--- src/rtl/nibble_serial_subtractor.sv ---
// Multi-cycle unsigned subtractor: computes a - b as a + ~b + 1, one SLICE-bit
// carry-lookahead slice per clock, with valid/ready handshakes on both sides.
module nibble_serial_subtractor #(
    parameter int WIDTH = 32,
    parameter int SLICE = 4
) (
    input  logic             clk,
    input  logic             rst,
    input  logic             in_valid,
    output logic             in_ready,
    input  logic [WIDTH-1:0] a,
    input  logic [WIDTH-1:0] b,
    output logic             out_valid,
    input  logic             out_ready,
    output logic [WIDTH-1:0] diff,
    output logic             borrow,
    output logic             zero,
    output logic             a_lt_b
);
    localparam int N  = WIDTH / SLICE;
    localparam int CW = (N > 1) ? $clog2(N) : 1;

    typedef enum logic [1:0] {IDLE, RUN, DONE} state_t;

    state_t           state_q;
    logic [WIDTH-1:0] a_q, nb_q, diff_q, diff_d;
    logic [CW-1:0]    count_q;
    logic             carry_q;
    logic             in_ready_q, out_valid_q, borrow_q, zero_q, a_lt_b_q;

    logic [SLICE-1:0] p, g, sum;
    logic [SLICE:0]   c;

    // Carry into bit i+1 as a flat sum of products over the slice (no ripple chain).
    function automatic logic cla_carry(input logic [SLICE-1:0] pv,
                                       input logic [SLICE-1:0] gv,
                                       input logic cin, input int i);
        logic res;
        logic prod;
        res = 1'b0;
        for (int j = -1; j <= i; j++) begin
            prod = (j < 0) ? cin : gv[j];
            for (int k = j + 1; k <= i; k++) begin
                prod = prod & pv[k];
            end
            res = res | prod;
        end
        return res;
    endfunction

    assign c[0] = carry_q;

    genvar gi;
    generate
        for (gi = 0; gi < SLICE; gi++) begin : g_slice
            assign p[gi]     = a_q[gi] ^ nb_q[gi];
            assign g[gi]     = a_q[gi] & nb_q[gi];
            assign c[gi + 1] = cla_carry(p, g, carry_q, gi);
            assign sum[gi]   = p[gi] ^ c[gi];
        end
    endgenerate

    always_comb begin
        diff_d = diff_q;
        diff_d[count_q * SLICE +: SLICE] = sum;
    end

    always_ff @(posedge clk) begin
        if (rst) begin
            state_q     <= IDLE;
            in_ready_q  <= 1'b1;
            out_valid_q <= 1'b0;
            diff_q      <= '0;
            borrow_q    <= 1'b0;
            zero_q      <= 1'b0;
            a_lt_b_q    <= 1'b0;
            count_q     <= '0;
            carry_q     <= 1'b1;
            a_q         <= '0;
            nb_q        <= '0;
        end else begin
            case (state_q)
                IDLE: begin
                    if (in_valid) begin
                        a_q        <= a;
                        nb_q       <= ~b;
                        carry_q    <= 1'b1;
                        count_q    <= '0;
                        in_ready_q <= 1'b0;
                        state_q    <= RUN;
                    end
                end
                RUN: begin
                    // Operands shift down so the active slice always sits at bit 0.
                    diff_q  <= diff_d;
                    carry_q <= c[SLICE];
                    a_q     <= a_q >> SLICE;
                    nb_q    <= nb_q >> SLICE;
                    count_q <= count_q + 1'b1;
                    if (count_q == CW'(N - 1)) begin
                        out_valid_q <= 1'b1;
                        borrow_q    <= ~c[SLICE];
                        a_lt_b_q    <= ~c[SLICE];
                        zero_q      <= (diff_d == '0);
                        state_q     <= DONE;
                    end
                end
                DONE: begin
                    if (out_ready) begin
                        out_valid_q <= 1'b0;
                        in_ready_q  <= 1'b1;
                        state_q     <= IDLE;
                    end
                end
                default: begin
                    state_q     <= IDLE;
                    in_ready_q  <= 1'b1;
                    out_valid_q <= 1'b0;
                end
            endcase
        end
    end

    assign in_ready  = in_ready_q;
    assign out_valid = out_valid_q;
    assign diff      = diff_q;
    assign borrow    = borrow_q;
    assign zero      = zero_q;
    assign a_lt_b    = a_lt_b_q;
endmodule
--- config.mk ---
export PLATFORM = sky130hd
export DESIGN_NAME = nibble_serial_subtractor
export DESIGN_NICKNAME = d
export VERILOG_FILES = /design/src/rtl/nibble_serial_subtractor.sv
export SDC_FILE = /design/constraint.sdc
export NUM_CORES = 1
export LEC_CHECK = 0
export CAP_MARGIN = 20
export CORE_ASPECT_RATIO = 0.75
export CORE_MARGIN = 3
export CORE_UTILIZATION = 56
export CTS_CLUSTER_DIAMETER = 40
export DETAILED_ROUTE_END_ITERATION = 16
export HOLD_SLACK_MARGIN = 0.03
export PLACE_DENSITY = 0.9
export SYNTH_ARGS = -nofsm -noshare
export SYNTH_HDL_FRONTEND = slang
export SYNTH_SLANG_ARGS = --single-unit
--- constraint.sdc ---
create_clock -name clk -period 4.7 [get_ports clk]
set_input_delay 0.47 -clock clk [delete_from_list [all_inputs] [get_ports clk]]
set_output_delay 0.47 -clock clk [all_outputs]
set_load 0.01 [all_outputs]
==> results of run 1 <==
[power breakdown]
part | switching (W) | internal, W | leakage [nW]
clock network | 0.000343 | 0.000429 | 0.153
registers | 0.0000376 | 0.000954 | 0.871
logic | 0.000215 | 0.000177 | 1.44
total | 0.000595 | 0.00156 | 2.46
[layer usage]
layer / vias to the layer above / part of all wire [%]
met1: 2431 / 46
li1: 2452 / -
met4: 0 / 1.1
met3: 17 / 8.4
met5: - / 0
met2: 202 / 45
[cell usage after synthesis (all sizes together), types with 5 or more instances]
library cell,number
nand3,34
a211oi,30
nor2,133
o21ai,48
nand3b,5
dfxtp,106
nor3,17
o221a,27
a21oi,43
nand2,23
a22oi,7
clkbuf,39
inv,8
nand2b,9
ha,12
mux2i,9
buf,12
a2bb2oi,27
[kinds of logic after synthesis]
logic type,Yosys count,share of synthesized area [%]
AOI/OAI and AO/OA,202,28.0
DFF,106,41.0
xor gates and xnor gates,2,0.338
muxes,9,1.74
and+or+nand+nor,241,20.9
buffers and inverters,61,4.78
adders and majority gates,13,3.28
[per-stage QoR]
stage               area [sq um]  hold WS (ps)
floorplan                   5180           455
finish                      6500           485
global placement            6180           465
detailed placement          6180           476
global route                6500           511
CTS                         6480           485
[flip-flops by register name, summed over array words and instances, names as in the netlist]
register,count
zero,1
state_q,2
out_valid,1
a_lt_b,1
count_q,3
a_q,32
in_ready,1
carry_q,1
diff,32
nb_q,32
[cell type report]
cell class              instances  area share (%)
repair buffers                110            16.8
clock buffers                  10            3.68
well taps                     108            2.08
inverters                      10           0.578
multi-input cells             467            43.3
clock inverters                 6           0.963
flip-flops and latches        106            32.7
[tightest hold or removal path, stage by stage (launching register included)]
cell                      delay (ps)
sky130_fd_sc_hd__dfxtp_1         330
sky130_fd_sc_hd__nand2_1          60
sky130_fd_sc_hd__a21oi_1          50
[path summary, 6_finish.rpt]
path	startpoint	to	slack (ps)	depth (start not counted)
max reg2reg	count_q[0]$_SDFFE_PP0P_	zero$_SDFFE_PP0P_	1010	9
min	diff[5]$_SDFFE_PP0P_	diff[5]$_SDFFE_PP0P_	480	2
max	count_q[0]$_SDFFE_PP0P_	zero$_SDFFE_PP0P_	1010	9
min reg2reg	diff[5]$_SDFFE_PP0P_	diff[5]$_SDFFE_PP0P_	480	2
==> metrics.md, run 1 <==
| Metric | Value |
|---|---|
| Clk sinks | about 110 |
| Initial detailed-routing violation count | 486 |
| Maximum number of pins on one net before global-route repair | 88 |
| Hold violation count in the final report | 0 |
| Per-cell via count in the routed design | roughly 6.2 |
| Postcts setup bufs | 0 |
| Run status | finished clean |
| TritonCTS clock tree | done |
| Largest clock skew in the final design | between 4 and 5 ps |
| Crit-path leading delay family | compound AO/OA/AOI/OAI gates |
| Post-cts repair resize count | 0 |
| Antenna violations before repair | 0 |
| Total power consumption of the routed design | 0.00215 W |
| Met1 usage in global routing | 40.9% |
| Number of warnings reported in the yosys synthesis log | 0 |
| Gate Count Post-Synth | 634 |
| Most used cells in the layout excluding fill and tap cells | 133 x sky130_fd_sc_hd__nor2_1, 106 x sky130_fd_sc_hd__dfxtp_1, 102 x sky130_fd_sc_hd__clkdlybuf4s50_1, 46 x sky130_fd_sc_hd__o21ai_0, 43 x sky130_fd_sc_hd__a21oi_1 |
| Top-level I/O count | 105 |
| Proportion of netlist area held by the largest area contributor | between 40% and 50% |
| Fill cell instance count of the final layout | 695 |
| Library cell occupying the most area in the post-synthesis netlist | sky130_fd_sc_hd__dfxtp_1 |
| Via count of the first global-routing pass | 4697 |
| Diode count | 0 |
| Data required time at the worst endpoint | 4960 ps |
| Net Count, Synth | 715 |
| Combined area of the multi-input logic cells | 2810 sq um |
| Met2 track demand over resource in global routing | 43.5% |
| Post-Route WL | around 15 mm |
| Final Max Tran Viols | 0 |
| Wire length of the first global-routing pass | 23.7 mm |
| Final weighted congestion of routability-driven global placement | 0.900 |
| Flip-flop and latch count after synthesis | 106 |
| Total via count after detailed routing | 5102 |
| Pre-CTS setup slack | approximately 1200 ps |
| Path type of the worst min-delay path | reg -> reg |
| Tot GR Track Use | around 29% |
| Area growth, synth to finish | 25.4% |
| End-of-flow core utilization | between 70% and 80% |
| Die extent in y | slightly below 90 microns |
| Dominant register cell in the synthesized netlist | sky130_fd_sc_hd__dfxtp_1 |
| Series of cell instances along the critical path | inv_1 -> ha_1 -> ha_1 -> a21boi_0 -> o22ai_1 -> o2111a_1 -> o2111ai_1 -> or4b_1 -> o41ai_2 |
| Hold bufs inserted after CTS | 0 |
| Crit end category | flip-flop |
| Nets | a little under 800 |
| GRT met3 Usage | 8.86% |
| Delay of the slowest critical-path stage | 770 ps |
| Min setup slack post-route | 1010 ps |
| Maximum vdd ir drop | between 0.2 and 0.25 mV |
| Detailed-route DRC error count | 0 |
| Maximum number of buffers from clock root to sink | 2 |
| Sequential cell area fraction in the yosys report | between 40% and 50% |
| CP max-delay cell | sky130_fd_sc_hd__ha_1 |
| Final critical-path share of the clock period | 78.6% |
| Width of the die | 117 microns |
| Unrepaired setup endpoints after global routing | no |
| Clock transition time at the flip-flop clock pins of the worst setup and hold paths | 70 ps |
| Worst Path Class, Setup | reg -> reg |
| EDFF count, synth | 0 |
| Number of clock buffers inserted by TritonCTS | 9 |
| Power density over the cells | 331 nW/um^2 |
| Hpwl dp | 9.97 mm |
| Wire per inst | between 15 and 20 microns |
| Async set or reset register ratio after synthesis | 0% |
| Later-pin clock latency in the skew report | around 350 ps |
| Element type at the critical path start | flip-flop |
| Count of TritonRoute iterations in the first routing pass | 7 |
| Worst endpoint data arrival time | 3950 ps |
| # H-tree levels | 3 |
| Leakage power summed over all cells | 2.46 nW |
| Placeable Area | 8710 sq um |
| Highest-utilization routing layer at the global route stage | met2 |
| Overflow left after global routing | 0 |
| Proportion of layout cells with a drive suffix above 1 | under 10% |
| Number of distinct library cell variants in the gate-level netlist after synthesis | 54 |
| CTS Root Cell | sky130_fd_sc_hd__clkbuf_16 |
| Die footprint | 10500 sq um |
| Cell Count Post-Placement | 800 |
| FMAX | 271 MHz |
| Count of max-cap constraint violations | 0 |
| Average cell area after synthesis | about 8.2 sq um |
| Quantity of I/O buffers inserted on ports | around 100 |
| Slew of the pin with the lowest slew margin | 1080 ps |
| Biggest fanout along the worst timing path | 22 |
| Final worst path period need | 3690 ps |
| Largest cells by area after synthesis | sky130_fd_sc_hd__dfxtp_1 41%, sky130_fd_sc_hd__nor2_1 9.6%, sky130_fd_sc_hd__o221a_2 5.9%, sky130_fd_sc_hd__a2bb2oi_1 4.6%, sky130_fd_sc_hd__o21ai_0 4.4% |
| Commonest non-fill, non-tap cell in the layout | sky130_fd_sc_hd__nor2_1 |
| Number of placement rows | 29 |
| Count of final setup violators | 0 |
| Post-Syn Area | 5180 sq um |
| Non-filler instance count after layout | 817 |
| Sum Neg Setup Slack | 0 ps |
| Sequential Area | 2120 sq um |
| Buffers & Inverters on Critical Path | 1 |
| Antenna Nets Post-Route | 0 |
| Effective utilization at floorplan | between 50 and 60% |
| Max transition margin | between 20% and 30% |
| Cell repeated most along the worst path | sky130_fd_sc_hd__ha_1 |
Note: power is estimated with default switching activity, not from simulation.
==> inputs of run 2 (changes only) <==
--- a/config.mk
+++ b/config.mk
@@ -8,11 +8,11 @@
 export CAP_MARGIN = 20
 export CORE_ASPECT_RATIO = 0.75
 export CORE_MARGIN = 3
-export CORE_UTILIZATION = 56
+export CORE_UTILIZATION = 47
 export CTS_CLUSTER_DIAMETER = 40
 export DETAILED_ROUTE_END_ITERATION = 16
 export HOLD_SLACK_MARGIN = 0.03
-export PLACE_DENSITY = 0.9
+export PLACE_DENSITY = 0.81
 export SYNTH_ARGS = -nofsm -noshare
 export SYNTH_HDL_FRONTEND = slang
 export SYNTH_SLANG_ARGS = --single-unit
==> constraint.sdc (replaced) <==
create_clock -name clk -period 3.2 [get_ports clk]
set_input_delay 0.32 -clock clk [delete_from_list [all_inputs] [get_ports clk]]
set_output_delay 0.32 -clock clk [all_outputs]
set_load 0.01 [all_outputs]
==> metrics.md, run 2 (same netlist as run 1, synthesis figures left out) <==
| Metric | Value |
|---|---|
| Fill cell instance count of the final layout | 912 (was 695) |
| Quantity of I/O buffers inserted on ports | 104 (unchanged) |
| Maximum vdd ir drop | 0.257 mV (was 0.205 mV) |
| Top-level I/O count | 105 (unchanged) |
| Proportion of layout cells with a drive suffix above 1 | 8.39% (was 7.76%) |
| Later-pin clock latency in the skew report | 350 ps (about the same) |
| Count of max-cap constraint violations | 0 (unchanged) |
| Maximum number of pins on one net before global-route repair | 88 (unchanged) |
| Overflow left after global routing | 0 (unchanged) |
| Max transition margin | 35.5% (was 27.4%) |
| TritonCTS clock tree | done (unchanged) |
| Commonest non-fill, non-tap cell in the layout | sky130_fd_sc_hd__nor2_1 (unchanged) |
| FF-to-FF setup slack | 270 ps (was 1010 ps) |
| Wire per inst | 17.2 microns (was 18.0 microns) |
| Leakage power summed over all cells | 2.49 nW (was 2.46 nW) |
| Number of placement rows | 32 (was 29) |
| Sum Neg Setup Slack | 0 ps (unchanged) |
| CTS Root Cell | sky130_fd_sc_hd__clkbuf_16 (unchanged) |
| Data required time at the worst endpoint | 3450 ps (was 4960 ps) |
| Slew of the pin with the lowest slew margin | 967 ps (was 1080 ps) |
| Nets | 792 (was 785) |
| Hold bufs inserted after CTS | 0 (unchanged) |
| Count of TritonRoute iterations in the first routing pass | 5 (was 7) |
| Worst Path Class, Setup | reg -> reg (unchanged) |
| Final worst path period need | 2930 ps (was 3690 ps) |
| Tot GR Track Use | 23.5% (was 28.9%) |
| Initial detailed-routing violation count | 540 (was 486) |
| Largest clock skew in the final design | 10.1 ps (was 4.38 ps) |
| Unrepaired setup endpoints after global routing | no (unchanged) |
| Postcts setup bufs | 0 (unchanged) |
| Final weighted congestion of routability-driven global placement | 0.921 (was 0.900) |
| Biggest fanout along the worst timing path | 15 (was 22) |
| Per-cell via count in the routed design | 5.95 (was 6.24) |
| Placeable Area | 10500 sq um (was 8710 sq um) |
| Power density over the cells | 484 nW/um^2 (was 331 nW/um^2) |
| Clock transition time at the flip-flop clock pins of the worst setup and hold paths | 70 ps (about the same) |
| Width of the die | 127 microns (was 117 microns) |
| Crit end category | flip-flop (unchanged) |
| Count of final setup violators | 0 (unchanged) |
| Post-cts repair resize count | 0 (unchanged) |
| Antenna violations before repair | 0 (unchanged) |
| Area growth, synth to finish | 26.9% (was 25.4%) |
| Diode count | 0 (unchanged) |
| Die extent in y | 96.9 microns (was 89.3 microns) |
| Element type at the critical path start | flip-flop (unchanged) |
| Hpwl dp | 10.1 mm (was 9.97 mm) |
| Detailed-route DRC error count | 0 (unchanged) |
| FMAX | 341 MHz (was 271 MHz) |
| Antenna Nets Post-Route | 0 (unchanged) |
| Post-Route WL | 14.7 mm (about the same) |
| # H-tree levels | 3 (unchanged) |
| Final Max Tran Viols | 0 (unchanged) |
| Hold violation count in the final report | 0 (unchanged) |
| Wire length of the first global-routing pass | 24.0 mm (was 23.7 mm) |
| Hold slack final | 475 ps (was 485 ps) |
| Final critical-path share of the clock period | 91.6% (was 78.6%) |
| Via count of the first global-routing pass | 4739 (was 4697) |
| Number of clock buffers inserted by TritonCTS | 9 (unchanged) |
| Run status | finished clean (unchanged) |
| Effective utilization at floorplan | 49.2% (was 59.5%) |
| Die footprint | 12300 sq um (was 10500 sq um) |
| Worst endpoint data arrival time | 3180 ps (was 3950 ps) |
| Most used cells in the layout excluding fill and tap cells | 133 x sky130_fd_sc_hd__nor2_1, 106 x sky130_fd_sc_hd__dfxtp_1, 102 x sky130_fd_sc_hd__clkdlybuf4s50_1, 46 x sky130_fd_sc_hd__o21ai_0, 43 x sky130_fd_sc_hd__a21oi_1 (unchanged) |
| Path type of the worst min-delay path | reg -> reg (unchanged) |
| Maximum number of buffers from clock root to sink | 2 (unchanged) |
| Total via count after detailed routing | 5064 (was 5102) |
| Clk sinks | 106 (unchanged) |
run 2: critical path: stages, from the launching register on:
cell and delay (ps):
sky130_fd_sc_hd__dfxtp_1 520, sky130_fd_sc_hd__inv_1 80, sky130_fd_sc_hd__ha_1 600, sky130_fd_sc_hd__a21boi_0 170
sky130_fd_sc_hd__o22ai_1 190, sky130_fd_sc_hd__o2111a_1 210, sky130_fd_sc_hd__o2111ai_1 170, sky130_fd_sc_hd__or4b_1 560
sky130_fd_sc_hd__o41ai_2 320
run 2: final timing paths:
kind / start / endpoint / depth (start not counted)
worst max-delay path: count_q[2]$_SDFFE_PP0P_ / zero$_SDFFE_PP0P_ / 8
worst min-delay path: diff[5]$_SDFFE_PP0P_ / diff[5]$_SDFFE_PP0P_ / 2
worst max register to register: count_q[2]$_SDFFE_PP0P_ / zero$_SDFFE_PP0P_ / 8
worst min register to register: diff[5]$_SDFFE_PP0P_ / diff[5]$_SDFFE_PP0P_ / 2
run 2: per-layer routing:
layer | up-vias | wire, microns | global-route usage (%)
met1 | 2390 | 6930 | 34.9
li1 | 2459 | - | -
met4 | 0 | 242 | 6.18
met5 | - | 0 | 0
met3 | 21 | 1010 | 4.64
met2 | 194 | 6480 | 34.9
run 2: per-stage QoR:
stage	util, %	cell area, sq um	power, W	cells	setup WS, ps
after floorplan	-	5180	0.00184	634	246
after global placement	59.6	6270	0.00205	836	389
after detailed placement	59.6	6270	0.00207	836	330
after CTS	62.5	6580	0.00319	851	338
after global routing	62.5	6580	0.00331	851	69.6
final	62.5	6580	0.00318	851	270
run 2: cell type report:
cell class	instances	area [sq um]	area share (%)
multi-input combinational	467	2810	42.8
sequential	106	2120	32.3
timing repair buffer	117	1130	17.2
clock buffer	12	256	3.90
tap	136	170	2.59
clock inverter	3	47.5	0.723
inverter	10	37.5	0.571
run 2: report_power, final:
part	leakage [nW]	switching, W	total [W]	internal (W)
clock	0.149	0.000482	0.00113	0.000650
combinational	1.47	0.000323	0.000599	0.000276
sequential	0.871	0.0000482	0.00145	0.00140
==> inputs of run 3 (changes only) <==
--- a/config.mk
+++ b/config.mk
@@ -6,13 +6,15 @@
 export NUM_CORES = 1
 export LEC_CHECK = 0
 export CAP_MARGIN = 20
+export CELL_PAD_IN_SITES_DETAIL_PLACEMENT = 1
+export CELL_PAD_IN_SITES_GLOBAL_PLACEMENT = 1
 export CORE_ASPECT_RATIO = 0.75
 export CORE_MARGIN = 3
-export CORE_UTILIZATION = 47
+export CORE_UTILIZATION = 34
 export CTS_CLUSTER_DIAMETER = 40
 export DETAILED_ROUTE_END_ITERATION = 16
 export HOLD_SLACK_MARGIN = 0.03
-export PLACE_DENSITY = 0.81
+export PLACE_DENSITY = 0.87
 export SYNTH_ARGS = -nofsm -noshare
 export SYNTH_HDL_FRONTEND = slang
 export SYNTH_SLANG_ARGS = --single-unit
==> metrics.md, run 3 (same netlist as run 1, synthesis figures left out) <==
| Metric | Value |
|---|---|
| Run status | finished clean (unchanged) |
| Buffers & Inverters on Critical Path | 1 (unchanged) |
| Hold violation count in the final report | 0 (unchanged) |
| Diode count | 0 (unchanged) |
| Number of placement rows | 38 (was 32) |
| Quantity of I/O buffers inserted on ports | 104 (unchanged) |
| Top-level I/O count | 105 (unchanged) |
| Final critical-path share of the clock period | 90.8% (was 91.6%) |
| Postcts setup bufs | 0 (unchanged) |
| Placed Area | 6370 sq um (was 6270 sq um) |
| Maximum vdd ir drop | 0.262 mV (was 0.257 mV) |
| Total via count after detailed routing | 5094 (was 5064) |
| Initial detailed-routing violation count | 391 (was 540) |
| Hpwl dp | 11.9 mm (was 10.1 mm) |
| Antenna Nets Post-Route | 0 (unchanged) |
| Clock transition time at the flip-flop clock pins of the worst setup and hold paths | 70 ps (about the same) |
| Area growth, synth to finish | 28.8% (was 26.9%) |
| Count of max-cap constraint violations | 0 (unchanged) |
| Sum Neg Setup Slack | 0 ps (unchanged) |
| Detailed-route DRC error count | 0 (unchanged) |
| Post-cts repair resize count | 0 (unchanged) |
| Path type of the worst min-delay path | reg -> reg (unchanged) |
| Pre-CTS setup slack | 398 ps (was 330 ps) |
| Final worst path period need | 2900 ps (was 2930 ps) |
| Count of final setup violators | 0 (unchanged) |
| Proportion of layout cells with a drive suffix above 1 | 9.04% (was 8.39%) |
| Delay of the slowest critical-path stage | 560 ps (was 600 ps) |
| Antenna violations before repair | 0 (unchanged) |
| Power density over the cells | 475 nW/um^2 (was 484 nW/um^2) |
| Crit end category | flip-flop (unchanged) |
| Largest clock skew in the final design | 7.73 ps (was 10.1 ps) |
| Nets | 795 (was 792) |
| Maximum number of pins on one net before global-route repair | 88 (unchanged) |
| Die extent in y | 113 microns (was 96.9 microns) |
| Hold bufs inserted after CTS | 0 (unchanged) |
| Final Max Tran Viols | 0 (unchanged) |
| Wire length of the first global-routing pass | 27.6 mm (was 24.0 mm) |
| Final weighted congestion of routability-driven global placement | 0.873 (was 0.921) |
| Post-Route WL | 16.9 mm (was 14.7 mm) |
| Most used cells in the layout excluding fill and tap cells | 133 x sky130_fd_sc_hd__nor2_1, 106 x sky130_fd_sc_hd__dfxtp_1, 102 x sky130_fd_sc_hd__clkdlybuf4s50_1, 46 x sky130_fd_sc_hd__o21ai_0, 43 x sky130_fd_sc_hd__a21oi_1 (unchanged) |
| Width of the die | 149 microns (was 127 microns) |
| Per-cell via count in the routed design | 5.54 (was 5.95) |
| Later-pin clock latency in the skew report | 350 ps (about the same) |
| Commonest non-fill, non-tap cell in the layout | sky130_fd_sc_hd__nor2_1 (unchanged) |
| # H-tree levels | 3 (unchanged) |
| Worst endpoint data arrival time | 3160 ps (was 3180 ps) |
| Unrepaired setup endpoints after global routing | no (unchanged) |
| Series of cell instances along the critical path | inv_1 -> ha_1 -> nor4b_1 -> and2_1 -> o2111ai_1 -> or4b_1 -> o41ai_2 (was inv_1 -> ha_1 -> a21boi_0 -> o22ai_1 -> o2111a_1 -> o2111ai_1 -> or4b_1 -> o41ai_2) |
| Final Cell Area | 6670 sq um (was 6580 sq um) |
| Leakage power summed over all cells | 2.50 nW (was 2.49 nW) |
| Biggest fanout along the worst timing path | 13 (was 15) |
| CTS Root Cell | sky130_fd_sc_hd__clkbuf_16 (unchanged) |
| Max transition margin | 35.4% (was 35.5%) |
| Element type at the critical path start | flip-flop (unchanged) |
| FMAX | 344 MHz (was 341 MHz) |
| TritonCTS clock tree | done (unchanged) |
| Min setup slack post-route | 295 ps (was 270 ps) |
| Crit-path leading delay family | simple AND/OR/NAND/NOR gates (was compound AO/OA/AOI/OAI gates) |
| Effective utilization at floorplan | 35.3% (was 49.2%) |
| Worst Path Class, Setup | reg -> reg (unchanged) |
| Placeable Area | 14700 sq um (was 10500 sq um) |
| Die footprint | 16800 sq um (was 12300 sq um) |
| Tot GR Track Use | 20.0% (was 23.5%) |
| Count of TritonRoute iterations in the first routing pass | 4 (was 5) |
| Number of clock buffers inserted by TritonCTS | 9 (unchanged) |
| Via count of the first global-routing pass | 5338 (was 4739) |
| Maximum number of buffers from clock root to sink | 2 (unchanged) |
| Clk sinks | 106 (unchanged) |
| Overflow left after global routing | 0 (unchanged) |
| Wire per inst | 18.4 microns (was 17.2 microns) |
| CP max-delay cell | sky130_fd_sc_hd__or4b_1 (was sky130_fd_sc_hd__ha_1) |
| Slew of the pin with the lowest slew margin | 968 ps (was 967 ps) |
| Data required time at the worst endpoint | 3460 ps (was 3450 ps) |
## run 3: cell count changes in the layout (fill, tap and decap cells not counted)
| cell | before | now |
|---|---|---|
| sky130_fd_sc_hd__clkinv_4 | 1 | 2 |
| sky130_fd_sc_hd__clkbuf_8 | 2 | 1 |
| sky130_fd_sc_hd__clkinvlp_4 | 0 | 1 |
| sky130_fd_sc_hd__inv_6 | 1 | 2 |
| sky130_fd_sc_hd__buf_4 | 13 | 16 |
| sky130_fd_sc_hd__clkinv_8 | 0 | 1 |
| sky130_fd_sc_hd__bufinv_16 | 1 | 0 |
| sky130_fd_sc_hd__clkbuf_1 | 1 | 0 |
## run 3: worst paths after layout
kind	start	cells after the start	slack [ps]	endpoint
hold reg to reg	diff[5]$_SDFFE_PP0P_	2	480	diff[5]$_SDFFE_PP0P_
setup / recovery	count_q[2]$_SDFFE_PP0P_	7	300	zero$_SDFFE_PP0P_
hold / removal	diff[5]$_SDFFE_PP0P_	2	480	diff[5]$_SDFFE_PP0P_
setup reg to reg	count_q[2]$_SDFFE_PP0P_	7	300	zero$_SDFFE_PP0P_
## run 3: final cells by class
class | instances | area, sq um
clock inverters | 6 | 58.8
flip-flops and latches | 106 | 2120
repair buffers | 120 | 1150
multi-input cells | 467 | 2810
fillers | 1717 | 8020
clock buffers | 10 | 239
well taps | 200 | 250
inverters | 10 | 37.5
## run 3: worst min-delay path: stages, from the launching register on
cell and delay, ps:
sky130_fd_sc_hd__dfxtp_1 330, sky130_fd_sc_hd__nand2_1 60, sky130_fd_sc_hd__a21oi_1 60
## run 3: routing by layer
| layer | vias up | global-route usage [%] | share of wire (%) |
|---|---|---|---|
| met4 | 0 | 3.75 | 0.76 |
| li1 | 2471 | - | - |
| met5 | - | 0 | 0 |
| met3 | 15 | 4.80 | 5.9 |
| met1 | 2494 | 27.4 | 47 |
| met2 | 114 | 32.4 | 46 |
## run 3: where the power goes
group	internal, W	switching (W)	total [W]
clock	0.000565	0.000530	0.00110
combinational	0.000279	0.000345	0.000624
sequential	0.00140	0.0000519	0.00145
total	0.00224	0.000927	0.00317
## run 3: stage by stage
step                util (%)  std cells  hold WS (ps)  power [W]
floorplan                  -        634           455    0.00184
global placement        43.4        903           470    0.00207
detailed placement      43.4        903           478    0.00210
CTS                     45.4        919           486    0.00319
global route            45.4        919           521    0.00331
finish                  45.4        919           484    0.00317
